`src/rtl/dds_pkg.sv`:
```
// Shared constants for the DDS sweep controller: DDS register map, AXI codes, FSM states.
package dds_pkg;
  localparam logic [3:0] REG_WAVE_SEL = 4'h0;
  localparam logic [3:0] REG_FREQ0    = 4'h1;
  localparam logic [3:0] REG_PHASE0   = 4'h5;
  localparam logic [3:0] REG_WR_EN    = 4'h9;
  localparam logic [3:0] REG_DATA     = 4'hA;

  localparam logic [1:0] BURST_INCR  = 2'b01;
  localparam logic [1:0] RESP_OKAY   = 2'b00;
  localparam logic [1:0] RESP_SLVERR = 2'b10;

  typedef enum logic [2:0] {
    ST_IDLE, ST_AW_F, ST_W_F, ST_B_F, ST_AW_S, ST_W_S, ST_B_S, ST_DWELL
  } sweep_state_t;

  // Register address of channel ch: base + {ch, offset}
  function automatic logic [31:0] dds_reg_addr(input logic [31:0] base,
                                               input logic [3:0] ch,
                                               input logic [3:0] offs);
    return base + {24'h0, ch, offs};
  endfunction
endpackage

```
`src/rtl/axi_single_wr.sv`:
```
// One-beat AXI write engine: a req pulse captures addr/data, then AW, W and B run in order.
module axi_single_wr (
  input  logic        i_clk,
  input  logic        i_rst,
  input  logic        i_req,
  input  logic [31:0] i_addr,
  input  logic [31:0] i_data,
  output logic        o_aw_hs,
  output logic        o_w_hs,
  output logic        o_ack,
  output logic [1:0]  o_resp,
  output logic        o_awvalid,
  input  logic        i_awready,
  output logic [31:0] o_awaddr,
  output logic        o_wvalid,
  input  logic        i_wready,
  output logic [31:0] o_wdata,
  output logic        o_bready,
  input  logic        i_bvalid,
  input  logic [1:0]  i_bresp
);
  logic        r_awvalid, r_wvalid, r_bready;
  logic [31:0] r_addr, r_data;

  assign o_aw_hs   = r_awvalid & i_awready;
  assign o_w_hs    = r_wvalid & i_wready;
  assign o_ack     = r_bready & i_bvalid;
  assign o_resp    = i_bresp;
  assign o_awvalid = r_awvalid;
  assign o_awaddr  = r_addr;
  assign o_wvalid  = r_wvalid;
  assign o_wdata   = r_data;
  assign o_bready  = r_bready;

  always_ff @(posedge i_clk or posedge i_rst) begin
    if (i_rst) begin
      r_awvalid <= 1'b0;
      r_wvalid  <= 1'b0;
      r_bready  <= 1'b0;
      r_addr    <= '0;
      r_data    <= '0;
    end else begin
      if (o_aw_hs) begin
        r_awvalid <= 1'b0;
        r_wvalid  <= 1'b1;
      end
      if (o_w_hs) begin
        r_wvalid <= 1'b0;
        r_bready <= 1'b1;
      end
      if (o_ack) r_bready <= 1'b0;
      // A new request may land on the same edge as the previous B handshake
      if (i_req) begin
        r_awvalid <= 1'b1;
        r_addr    <= i_addr;
        r_data    <= i_data;
      end
    end
  end
endmodule

```
`src/rtl/dds_sweep_ctrl.sv`:
```
// AXI write master sweeping one DDS channel via freq-store/wave_sel page flips.
// Optional DDS_SWEEP_LOOP_EN adds i_sweep_loop for continuous re-sweeping.
module dds_sweep_ctrl import dds_pkg::*; #(
  parameter logic [31:0] DDS_BASE_ADDR = 32'h4000_0000,
  parameter int unsigned CHANNEL_NUM   = 2,
  parameter logic [3:0]  AXI_ID        = 4'h0,
  parameter int          STEP_W        = 16,
  parameter int          DWELL_W       = 24
) (
  input  logic               i_clk,
  input  logic               i_rst,
  input  logic               i_sweep_start,
  input  logic               i_sweep_stop,
`ifdef DDS_SWEEP_LOOP_EN
  input  logic               i_sweep_loop,
`endif
  input  logic [3:0]         i_sweep_ch,
  input  logic [31:0]        i_f_start,
  input  logic [31:0]        i_f_step,
  input  logic [STEP_W-1:0]  i_n_points,
  input  logic [DWELL_W-1:0] i_dwell,
  output logic               o_busy,
  output logic               o_done_pulse,
  output logic               o_err,
  output logic [STEP_W-1:0]  o_cur_point,
  output logic               o_m_clk,
  output logic               o_wr_addr_valid,
  input  logic               i_wr_addr_ready,
  output logic [31:0]        o_wr_addr,
  output logic [3:0]         o_wr_addr_id,
  output logic [7:0]         o_wr_addr_len,
  output logic [1:0]         o_wr_addr_burst,
  output logic               o_wr_data_valid,
  input  logic               i_wr_data_ready,
  output logic [31:0]        o_wr_data,
  output logic [3:0]         o_wr_data_strb,
  output logic               o_wr_data_last,
  input  logic               i_wr_back_valid,
  output logic               o_wr_back_ready,
  input  logic [1:0]         i_wr_back_resp,
  output logic               o_rd_addr_valid,
  output logic               o_rd_data_ready
);
  sweep_state_t       r_state;
  logic [3:0]         r_ch;
  logic [31:0]        r_f_start, r_f_step, r_acc;
  logic [STEP_W-1:0]  r_n, r_pt, r_cur_point;
  logic [DWELL_W-1:0] r_dwell, r_cnt;
  logic               r_stop_pend, r_err, r_done;

  logic        w_aw_hs, w_w_hs, w_ack, w_req, w_loop;
  logic [1:0]  w_resp;
  logic [31:0] w_addr, w_data;
  logic [DWELL_W:0] w_cnt_nx;

`ifdef DDS_SWEEP_LOOP_EN
  logic r_loop;
  always_ff @(posedge i_clk or posedge i_rst) begin
    if (i_rst) r_loop <= 1'b0;
    else if (r_state == ST_IDLE && i_sweep_start && !i_sweep_stop) r_loop <= i_sweep_loop;
  end
  assign w_loop = r_loop;
`else
  assign w_loop = 1'b0;
`endif

  wire w_ch_ok      = ({28'h0, i_sweep_ch} < CHANNEL_NUM);
  wire w_stop       = r_stop_pend | i_sweep_stop;
  wire w_resp_ok    = (w_resp == RESP_OKAY);
  assign w_cnt_nx   = {1'b0, r_cnt} + {{DWELL_W{1'b0}}, 1'b1};
  wire w_dwell_done = (w_cnt_nx >= {1'b0, r_dwell});
  wire w_last       = (r_pt == r_n);
  wire w_start_go   = (r_state == ST_IDLE) & i_sweep_start & !i_sweep_stop & w_ch_ok
                      & (i_n_points != '0);
  wire w_bf_go      = (r_state == ST_B_F) & w_ack & w_resp_ok & !w_stop;
  wire w_dw_go      = (r_state == ST_DWELL) & !i_sweep_stop & w_dwell_done & (!w_last | w_loop);

  // Next write is chosen on the same edge the FSM enters the AW state it belongs to
  always_comb begin
    w_req  = w_start_go | w_bf_go | w_dw_go;
    w_addr = dds_reg_addr(DDS_BASE_ADDR, r_ch, REG_FREQ0 + {3'b0, r_pt[0]});
    w_data = r_acc;
    if (w_start_go) begin
      w_addr = dds_reg_addr(DDS_BASE_ADDR, i_sweep_ch, REG_FREQ0);
      w_data = i_f_start;
    end else if (w_bf_go) begin
      w_addr = dds_reg_addr(DDS_BASE_ADDR, r_ch, REG_WAVE_SEL);
      w_data = {31'h0, r_pt[0]};
    end else if (w_last) begin
      w_addr = dds_reg_addr(DDS_BASE_ADDR, r_ch, REG_FREQ0);
      w_data = r_f_start;
    end
  end

  always_ff @(posedge i_clk or posedge i_rst) begin
    if (i_rst) begin
      r_state     <= ST_IDLE;
      r_ch        <= '0;
      r_f_start   <= '0;
      r_f_step    <= '0;
      r_acc       <= '0;
      r_n         <= '0;
      r_pt        <= '0;
      r_cur_point <= '0;
      r_dwell     <= '0;
      r_cnt       <= '0;
      r_stop_pend <= 1'b0;
      r_err       <= 1'b0;
      r_done      <= 1'b0;
    end else begin
      r_done <= 1'b0;
      if (i_sweep_stop && r_state != ST_IDLE && r_state != ST_DWELL) r_stop_pend <= 1'b1;
      case (r_state)
        ST_IDLE: if (i_sweep_start && !i_sweep_stop) begin
          r_ch        <= i_sweep_ch;
          r_f_start   <= i_f_start;
          r_f_step    <= i_f_step;
          r_n         <= i_n_points;
          r_dwell     <= i_dwell;
          r_acc       <= i_f_start;
          r_pt        <= '0;
          r_stop_pend <= 1'b0;
          r_err       <= !w_ch_ok;
          if (w_start_go) r_state <= ST_AW_F;
          else if (w_ch_ok) r_done <= 1'b1;
        end
        ST_AW_F: if (w_aw_hs) r_state <= ST_W_F;
        ST_W_F:  if (w_w_hs)  r_state <= ST_B_F;
        ST_B_F: if (w_ack) begin
          if (!w_resp_ok) begin
            r_err   <= 1'b1;
            r_state <= ST_IDLE;
          end else r_state <= w_stop ? ST_IDLE : ST_AW_S;
        end
        ST_AW_S: if (w_aw_hs) r_state <= ST_W_S;
        ST_W_S:  if (w_w_hs)  r_state <= ST_B_S;
        ST_B_S: if (w_ack) begin
          if (!w_resp_ok) begin
            r_err   <= 1'b1;
            r_state <= ST_IDLE;
          end else begin
            r_cur_point <= r_pt;
            r_acc       <= r_acc + r_f_step;
            r_pt        <= r_pt + STEP_W'(1);
            r_cnt       <= '0;
            r_state     <= w_stop ? ST_IDLE : ST_DWELL;
          end
        end
        ST_DWELL: begin
          if (i_sweep_stop) r_state <= ST_IDLE;
          else if (w_dwell_done) begin
            if (!w_last) r_state <= ST_AW_F;
            else if (w_loop) begin
              r_acc   <= r_f_start;
              r_pt    <= '0;
              r_state <= ST_AW_F;
            end else begin
              r_done  <= 1'b1;
              r_state <= ST_IDLE;
            end
          end else r_cnt <= r_cnt + DWELL_W'(1);
        end
        default: r_state <= ST_IDLE;
      endcase
    end
  end

  axi_single_wr u_wr (
    .i_clk    (i_clk),
    .i_rst    (i_rst),
    .i_req    (w_req),
    .i_addr   (w_addr),
    .i_data   (w_data),
    .o_aw_hs  (w_aw_hs),
    .o_w_hs   (w_w_hs),
    .o_ack    (w_ack),
    .o_resp   (w_resp),
    .o_awvalid(o_wr_addr_valid),
    .i_awready(i_wr_addr_ready),
    .o_awaddr (o_wr_addr),
    .o_wvalid (o_wr_data_valid),
    .i_wready (i_wr_data_ready),
    .o_wdata  (o_wr_data),
    .o_bready (o_wr_back_ready),
    .i_bvalid (i_wr_back_valid),
    .i_bresp  (i_wr_back_resp)
  );

  assign o_busy          = (r_state != ST_IDLE);
  assign o_done_pulse    = r_done;
  assign o_err           = r_err;
  assign o_cur_point     = r_cur_point;
  assign o_m_clk         = i_clk;
  assign o_wr_addr_id    = AXI_ID;
  assign o_wr_addr_len   = 8'h00;
  assign o_wr_addr_burst = BURST_INCR;
  assign o_wr_data_strb  = 4'hF;
  assign o_wr_data_last  = 1'b1;
  assign o_rd_addr_valid = 1'b0;
  assign o_rd_data_ready = 1'b1;
endmodule
```
`config.mk`:
```
export PLATFORM = sky130hd
export DESIGN_NAME = dds_sweep_ctrl
export DESIGN_NICKNAME = d
export VERILOG_FILES = /design/src/rtl/dds_pkg.sv /design/src/rtl/axi_single_wr.sv /design/src/rtl/dds_sweep_ctrl.sv
export SDC_FILE = /design/constraint.sdc
export NUM_CORES = 1
export LEC_CHECK = 0
export BUFFER_PORTS_ARGS = -buffer_cell sky130_fd_sc_hd__buf_2
export CORE_MARGIN = 2
export CORE_UTILIZATION = 32
export DETAILED_ROUTE_END_ITERATION = 12
export GPL_TIMING_DRIVEN = 0
export SYNTH_ARGS = -nofsm -noshare
export SYNTH_HDL_FRONTEND = slang
export SYNTH_HIERARCHICAL = 1
export SYNTH_SLANG_ARGS = --single-unit
export TNS_END_PERCENT = 100
```
`constraint.sdc`:
```
create_clock -name i_clk -period 9.6 [get_ports i_clk]
set_input_delay 1.92 -clock i_clk [delete_from_list [all_inputs] [get_ports i_clk]]
set_output_delay 1.92 -clock i_clk [all_outputs]
set_load 0.01 [all_outputs]
```
==> results of run 1 <==
critical path, cell delays in order:
cell	delay [ps]
clkbuf_16	120
clkbuf_16	130
buf_4	110
buf_2	130
worst min-delay path by stage:
stage | endpoint | slack (ps) | cells after the start
CTS | r_ch[1]$_DFFE_PP0P_ | 470 | 2
detailed placement | r_ch[1]$_DFFE_PP0P_ | 460 | 2
global route | r_f_start[23]$_DFFE_PP0P_ | 490 | 2
floorplan | r_ch[1]$_DFFE_PP0P_ | 440 | 2
global placement | r_ch[0]$_DFFE_PP0P_ | 460 | 2
finish | r_ch[1]$_DFFE_PP0P_ | 470 | 2
registers in the layout, indices dropped and copies added, names as in the netlist:
name and count:
u_wr/o_wdata 32, u_wr/o_wvalid 1, r_n 16, r_stop_pend 1, o_cur_point 16, r_pt 16
u_wr/o_awvalid 1, o_err 1, u_wr/o_awaddr 32, r_acc 32, r_f_start 32, r_f_step 32
o_done_pulse 1, r_dwell 24, u_wr/o_bready 1, r_cnt 24, r_ch 4, r_state 3
power by group:
part / total [mW] / internal [mW] / switching, mW
Combinational: 2.00 / 0.897 / 1.11
Sequential: 1.79 / 1.54 / 0.254
Clock: 1.38 / 0.868 / 0.516
Total: 5.18 / 3.30 / 1.88
area by class of cell:
type	instances	area, um2	share of cell area (%)
Multi-Input combinational cell	1192	7410	41.4
Sequential cell	269	6730	37.6
Clock buffer	54	1120	6.28
Timing Repair Buffer	201	1030	5.75
Tap cell	600	751	4.19
Buffer	102	543	3.03
Inverter	50	198	1.10
Clock inverter	9	104	0.580
Antenna cell	4	10.0	0.0559
stage by stage:
step	hold WS, ps	instances	instance area, um2	power (mW)	setup TNS [ps]
6_report	466	2481	17900	5.18	0
5_1_grt	491	2478	17900	5.55	0
3_5_place_dp	455	2415	16700	3.80	0
3_3_place_gp	456	2414	16600	3.75	-109880
2_1_floorplan	438	1613	14900	3.23	0
4_1_cts	470	2477	17900	5.21	0
cells by family (layout without fill, tap and decap cells):
| logic type | Yosys count | count (layout) | share of synthesized area (%) |
|---|---|---|---|
| buf+inv | 152 | 416 | 4.97 |
| mux | 122 | 122 | 10.3 |
| fa+ha+maj | 58 | 58 | 4.99 |
| compound gates | 263 | 263 | 11.0 |
| simple gates | 637 | 637 | 19.0 |
| other cells | 2 | 51 | 0.0511 |
| xor+xnor | 65 | 65 | 3.87 |
| flops | 269 | 269 | 45.8 |
layer usage:
metal  global-route usage, %  wire (um)  up-vias
li1                        -          -     5833
met1                    25.6      20500     5912
met2                    29.1      19700      392
met3                    3.95       2710      102
met4                    9.23       1890        4
met5                       0         25        -
synth_stat cells, drive strengths merged (3+ instances only):
cell | n | area, um2
a311oi | 3 | 32.5
nand2 | 410 | 1550
nor3 | 13 | 65.1
a21oi | 71 | 359
a31oi | 11 | 83.8
and2 | 23 | 144
nor4 | 7 | 50.1
a211o | 4 | 35.0
nand3b | 4 | 30.0
o21ai | 102 | 510
nor3b | 4 | 30.0
mux2 | 86 | 1150
xor2 | 21 | 184
or3 | 9 | 56.3
a221oi | 4 | 41.3
a21o | 18 | 136
o21a | 8 | 60.1
ha | 57 | 713
and3 | 18 | 118
inv | 50 | 188
nand4 | 19 | 119
clkbuf | 58 | 220
or2 | 8 | 50.1
nand2b | 6 | 37.5
nor2b | 11 | 68.8
dfrtp | 269 | 6730
o31ai | 3 | 22.5
buf | 44 | 323
nand3 | 26 | 135
xnor2 | 44 | 385
and4 | 3 | 26.3
o211ai | 10 | 93.8
a211oi | 6 | 45.0
nor2 | 68 | 255
mux2i | 36 | 360
o21bai | 3 | 22.5
==> impl_metrics.ini, run 1 <==
[clock_tree]
ctsHoldBuffers = 0
cts_resized = 0
post-cts-setup-buffers = 0
worstSkewPairLatency_ps = 650
cts_tree = built
clk_pin_slew_ps = 60

[yosys]
ys_warn_count = 6
synth_edf_count = 0
synth-async-reset-ratio_pct = 100
syn_area_um2 = 14700
yosys.cell_types.count = 81
ys_seq_elements = 269
syn_inst = 1568
synth_seq_area_share_pct = 45.8
ys.flop_type = dfrtp_1
post_synth.cell_area_avg_um2 = 9.38

[final_layout]
fillCellCount = 4580
fin_nets = 2029
post-route-util_pct = 39.4
layout_common_cells = nand2_1 (408), dfrtp_1 (269), buf_2 (210)
mostFrequentLayoutCell = nand2_1
area_growth_syn_to_layout_pct = 21.7
drive_gt1_share_pct = 21.9

[drt]
routed_via_density = 4.93
drtPass1Iterations = 5
route.vias.total = 12243
drtIter0Drc = 991
totalWireLength_um = 44800
route.detailed.drc = 0
ant_nets = 0
avgRoutedWirePerCell_um = 18.1

[global_routing]
grt_overflow = 0
grt_pass1_wl_um = 69700
grt_pass1_vias = 12208
grt.total_usage_pct = 19.0
antenna_found_initial = 5
grt_max_degree = 108

[die]
core_area_um2 = 45400
dieArea_um2 = 47700
start_util_pct = 32.4
die_w_um = 218
die_height_um = 218
num_rows = 78
ioPinCount = 225

[worst_hold_path]
hold_class = flip-flop to flip-flop
holdCritStartpoint = r_ch[1]$_DFFE_PP0P_

[worst_setup_path]
endpoint = o_m_clk
crit_arrival_ps = 5290
cp_max_fo = 2
reg2regPathDepth = 18
path_class = clock port to primary output
rrSetupSlack_ps = 4740
worstReg2RegStart = r_cnt[0]$_DFFE_PP0P_
cp-end-kind = primary output
r2r_end = u_wr/o_wdata[27]$_DFFE_PP0P_
cp_data_required_time_ps = 7680
startpoint_type = clock port
startpoint = i_clk

[power_and_ir_drop]
p_leak_nw = 8.80
ir_worst_vdd_mv = 0.141
powerDensity_nw_per_um2 = 289

[sta]
rsz0062_at_grt = no
setup_ws_ps = 2390
tightest_slew_ps = 1110
hold_viol = 0
setup_viol = 0
relSlewSlack_pct = 25.9
finClkSkew_ps = 19.7
slew_viol_final = 0

[placement]
post-place-ws_ps = 2650
hpwl_um = 32900
port_buffers = 201
place.gp.congestion = 0.863

[outcome]
outcome = finished, final reports clean

[run]
maxCapViolCount = 0
Power figures use the tool's default switching activity.
==> run 2: changes to the inputs <==
Settings changed: ABC_AREA set to 1.
Clock period 9.6 ns to 6.5 ns, I/O delays scaled along.
==> run 2 against run 1 <==
Worst hold slack lost 3.6 ps. Setup slack lost 930 ps. Sequential share of layout area shrank 1.6 points. Critical endpoint unchanged. Clock power grew 51%. Total power grew 55%. Combinational power grew 61%. Sequential power grew 51%. Clock skew shrank 2.4 ps. Die area grew 4.7%.
==> impl_metrics.ini, run 2 <==
[final_layout]
drive_gt1_share_pct = 14.8
area_growth_syn_to_layout_pct = 21.4
final_cells = 3045
mostFrequentLayoutCell = nand2_1
fin_nets = 2581
layout_common_cells = nand2_1 (794), dfrtp_1 (269), buf_2 (221)
post-route-util_pct = 39.2
fillCellCount = 4981
n_antenna_cell = 0

[die]
start_util_pct = 32.3
die_w_um = 223
die_height_um = 223
ioPinCount = 225
dieArea_um2 = 49900
core_area_um2 = 47600
num_rows = 80

[clock_tree]
worstSkewPairLatency_ps = 650
clk_pin_slew_ps = 60
cts_tree = built
post-cts-setup-buffers = 0
ctsHoldBuffers = 0
cts_resized = 0

[yosys]
syn_inst = 2116
synth_top_area_share_pct = 43.7
syn_area_um2 = 15400
synth_top_cell_by_area = dfrtp_1
synth-async-reset-ratio_pct = 100
post_synth.cell_area_avg_um2 = 7.28
synth_seq_area_share_pct = 43.7
yosysMostFrequentCell = nand2_1
ys_top_cells_by_count = nand2_1 (794), dfrtp_1 (269), inv_1 (214)
yosys.cell_types.count = 43
ys_warn_count = 6
synth_edf_count = 0
ys_seq_elements = 269
synth_area_leaders = dfrtp_1 (44%), nand2_1 (19%), o21ai_0 (5.7%)
ys.flop_type = dfrtp_1

[outcome]
outcome = finished, final reports clean

[sta]
fin_setup_tns_ps = 0
finClkSkew_ps = 17.3
setup_viol = 0
relSlewSlack_pct = 39.9
rsz0062_at_grt = no
whs_ps = 462
tightest_slew_ps = 902
slew_viol_final = 0
hold_viol = 0
setup_ws_ps = 1470

[worst_hold_path]
hold_class = flip-flop to flip-flop
whs_endpoint = u_wr/o_awaddr[8]$_DFFE_PP0P_
holdCritStartpoint = u_wr/o_awaddr[8]$_DFFE_PP0P_
holdPathStages = 2

[power_and_ir_drop]
ir_worst_vdd_mv = 0.151
powerDensity_nw_per_um2 = 430
p_leak_nw = 10.0

[worst_setup_path]
slowest_delay_ps = 130
startpoint = i_clk
worstPathCellList = clkbuf_16 > clkbuf_16 > buf_4 > buf_2
worstReg2RegStart = r_cnt[0]$_DFFE_PP0P_
crit_path_top_delay_cell = clkbuf_16
crit_arrival_ps = 3730
cp_data_required_time_ps = 5200
crit_buf_inv = 4
cp_max_fo = 2
reg2regPathDepth = 23
rrSetupSlack_ps = 2330
cp-end-kind = primary output
crit_family = buffers and inverters
r2r_end = u_wr/o_wdata[24]$_DFFE_PP0P_
path_class = clock port to primary output
startpoint_type = clock port
cp_common_cell = clkbuf_16

[global_routing]
grt.total_usage_pct = 20.6
grt_pass1_wl_um = 79500
grt_max_degree = 68
antenna_found_initial = 1
grt_pass1_vias = 14136
grt_overflow = 0

[drt]
totalWireLength_um = 51100
drtPass1Iterations = 5
drtIter0Drc = 1250
route.detailed.drc = 0
routed_via_density = 4.83
avgRoutedWirePerCell_um = 16.8
ant_nets = 0
route.vias.total = 14701

[run]
maxCapViolCount = 0

[placement]
dp.cells = 2982
port_buffers = 201
post-place-ws_ps = 1720
place.gp.congestion = 0.931
hpwl_um = 39700
[run 2: metal layers]
layer	vias to the layer above	GRT usage (%)	share of wire [%]
met3	95	5.22	8.2
met1	6892	27.7	45
met2	499	32.0	43
met4	2	7.68	3.3
met5	-	0	0.022
li1	7213	-	-
[run 2: layout make-up]
class,instances,area [um2],share of cell area (%)
multi-input combinational,1570,7380,39.4
sequential,269,6730,36.0
clock buffer,53,1120,5.98
timing repair buffer,205,1100,5.89
inverter,221,836,4.47
tap,615,769,4.12
buffer,101,633,3.39
clock inverter,11,134,0.716
[run 2: kinds of logic after synthesis]
logic type,count (synthesis),synth area share (%)
compound gates,327,11.1
xor+xnor,32,1.82
fa+ha+maj,58,4.76
buf+inv,322,9.50
flops,269,43.7
other cells,2,0.0488
simple gates,1106,29.0
[run 2: worst max-delay path by stage]
stage,end,slack [ps],cells past startpoint
after floorplan,o_m_clk,1830,1
after global placement,r_dwell[8]$_DFFE_PP0P_,1150,2
after detailed placement,o_m_clk,1720,2
after CTS,o_m_clk,1460,4
after global routing,o_m_clk,1460,4
final,o_m_clk,1470,4
[run 2: power by group]
group	internal [mW]	switching, mW
Sequential	2.29	0.421
Combinational	1.13	2.10
Clock	1.32	0.776
Total	4.74	3.29
[run 2: metrics by stage]
stage / area, um2 / total power, mW
final: 18700 / 8.03
after global placement: 17300 / 5.89
after global routing: 18700 / 8.68
after floorplan: 15600 / 4.85
after CTS: 18700 / 8.07
after detailed placement: 17500 / 5.95
[run 2: worst min-delay path: cells and delay by family, from the launching register on]
| kind | cells | cell delay, ps |
|---|---|---|
| AND/OR/NAND/NOR | 2 | 100 |
| flip-flops | 1 | 330 |
==> run 3: changes to the inputs <==
Clock period 6.5 ns to 4.6 ns, I/O delays scaled along.
==> run 3 against run 2 <==
Setup slack got worse by 890 ps. Final cell count unchanged. Non-clock buffer count unchanged. Global-route usage unchanged. Sequential cell count unchanged. Critical endpoint is now u_wr/o_wdata[24]$_DFFE_PP0P_.
==> impl_metrics.ini, run 3 (synthesized netlist as in run 2, its figures left out) <==
[clock_tree]
clk_pin_slew_ps = 60
worstSkewPairLatency_ps = 650
post-cts-setup-buffers = 0
cts_tree = built

[drt]
drtPass1Iterations = 6
route.detailed.drc = 0
routed_via_density = 4.83
avgRoutedWirePerCell_um = 16.8
drtIter0Drc = 1250
totalWireLength_um = 51100
ant_nets = 0
route.vias.total = 14704

[die]
start_util_pct = 32.3
dieArea_um2 = 49900
die_height_um = 223
die_w_um = 223
ioPinCount = 225
num_rows = 80
core_area_um2 = 47600

[worst_setup_path]
cp-end-kind = flip-flop
path_class = flip-flop to flip-flop
crit_buf_inv = 3
slowest_delay_ps = 490
cp_common_cell = nand2_1
crit_path_top_delay_cell = dfrtp_1
cp_data_required_time_ps = 5170
worstPathCellList = ha_1 > nand2_1 > nor2_4 > nand3_1 > nor2_1 > nand4_1 > xor2_1 > inv_1 > ha_1 > nand2_1 > nor2_1 > nand2_1 > nor2_1 > nand2_1 > nand3_1 > a21oi_1 > nand2_1 > nand2_1 > o21ai_1 > buf_4 > buf_6 > nand2_1 > nand2_1
crit_family = simple AND/OR/NAND/NOR gates
cp_max_fo = 10
startpoint_type = flip-flop
crit_arrival_ps = 4600

[sta]
whs_ps = 406
setup_viol = 0
fin_crit_sh_pct = 87.4
timing.fmax_mhz = 249
final.min_clock_period_ps = 4020
tightest_slew_ps = 904
hold_viol = 0
relSlewSlack_pct = 39.7
rsz0062_at_grt = no
finClkSkew_ps = 17.5
slew_viol_final = 0

[final_layout]
fin_nets = 2581
area_growth_syn_to_layout_pct = 21.4
n_antenna_cell = 0
layout_common_cells = nand2_1 (794), dfrtp_1 (269), buf_2 (221)
drive_gt1_share_pct = 14.8
final_cells = 3045
mostFrequentLayoutCell = nand2_1
final_area_um2 = 18700

[power_and_ir_drop]
combPwrFrac_pct = 40.2
seqPwrFrac_pct = 33.8
ir_worst_vdd_mv = 0.214
intPower_mw = 6.70
power_mw = 11.4
p_clk_share_pct = 26.0
p_leak_nw = 10.0
powerDensity_nw_per_um2 = 607
netSwitchingPower_mw = 4.66
switching_share_pct = 41.0

[placement]
hpwl_um = 39700
dp.cells = 2982
dpl-instance-area_um2 = 17500
place.gp.congestion = 0.931
port_buffers = 201

[global_routing]
grt.total_usage_pct = 20.6
grt_pass1_wl_um = 79500
grt_max_degree = 68
grt_pass1_vias = 14136
antenna_found_initial = 1
grt_overflow = 0

[outcome]
outcome = finished, final reports clean

[worst_hold_path]
hold_class = input pin to asynchronous set/reset pin

[run]
maxCapViolCount = 0
## run 3: what timing repair did
| item | 4_1_cts | 5_1_grt |
|---|---|---|
| gates resized for setup | 0 | 1 |
| hold buffers | 0 | 0 |
| setup endpoints to repair | 0 | 13 |
## run 3: cell type report
class	count	area (um2)
inverter	221	836
tap	615	769
multi-input combinational	1570	7380
clock buffer	53	1120
clock inverter	11	134
fill	4981	28900
timing repair buffer	205	1100
sequential	269	6730
buffer	101	633
## run 3: power groups by stage
stage | clock (mW) | sequential [mW] | combinational [mW]
floorplan | 0.0179 | 3.79 | 3.04
global placement | 0.0248 | 3.85 | 4.45
detailed placement | 0.0248 | 3.86 | 4.51
CTS | 3.03 | 3.83 | 4.54
global route | 3.13 | 3.93 | 5.21
finish | 2.96 | 3.83 | 4.57
## run 3: worst paths after layout
kind                                         startpoint                           end  slack, ps  depth (start not counted)
setup / recovery                   r_cnt[0]$_DFFE_PP0P_  u_wr/o_wdata[24]$_DFFE_PP0P_        580                         23
hold / removal                                    i_rst      r_f_start[5]$_DFFE_PP0P_        410                          2
setup reg to reg                   r_cnt[0]$_DFFE_PP0P_  u_wr/o_wdata[24]$_DFFE_PP0P_        580                         23
hold reg to reg            u_wr/o_awaddr[8]$_DFFE_PP0P_  u_wr/o_awaddr[8]$_DFFE_PP0P_        460                          2
max in group asynchronous                         i_rst       r_dwell[11]$_DFFE_PP0P_       3330                          4
min in group i_clk         u_wr/o_awaddr[8]$_DFFE_PP0P_  u_wr/o_awaddr[8]$_DFFE_PP0P_        460                          2
## run 3: per-stage QoR
step,utilization (%),worst slack (ps),setup TNS [ps]
CTS,39.2,488,0
floorplan,-,1060,0
global route,39.2,116,0
finish,39.2,578,0
detailed placement,36.6,529,0
global placement,36.4,-365,-69900
## run 3: routing by layer
layer | part of all wire, % | vias up | GRT usage [%] | wire length, um
met5 | 0.022 | - | 0 | 11
met4 | 3.3 | 2 | 7.68 | 1680
met3 | 8.2 | 93 | 5.22 | 4210
met2 | 43 | 481 | 32.0 | 22200
met1 | 45 | 6911 | 27.7 | 23000
li1 | - | 7217 | - | -
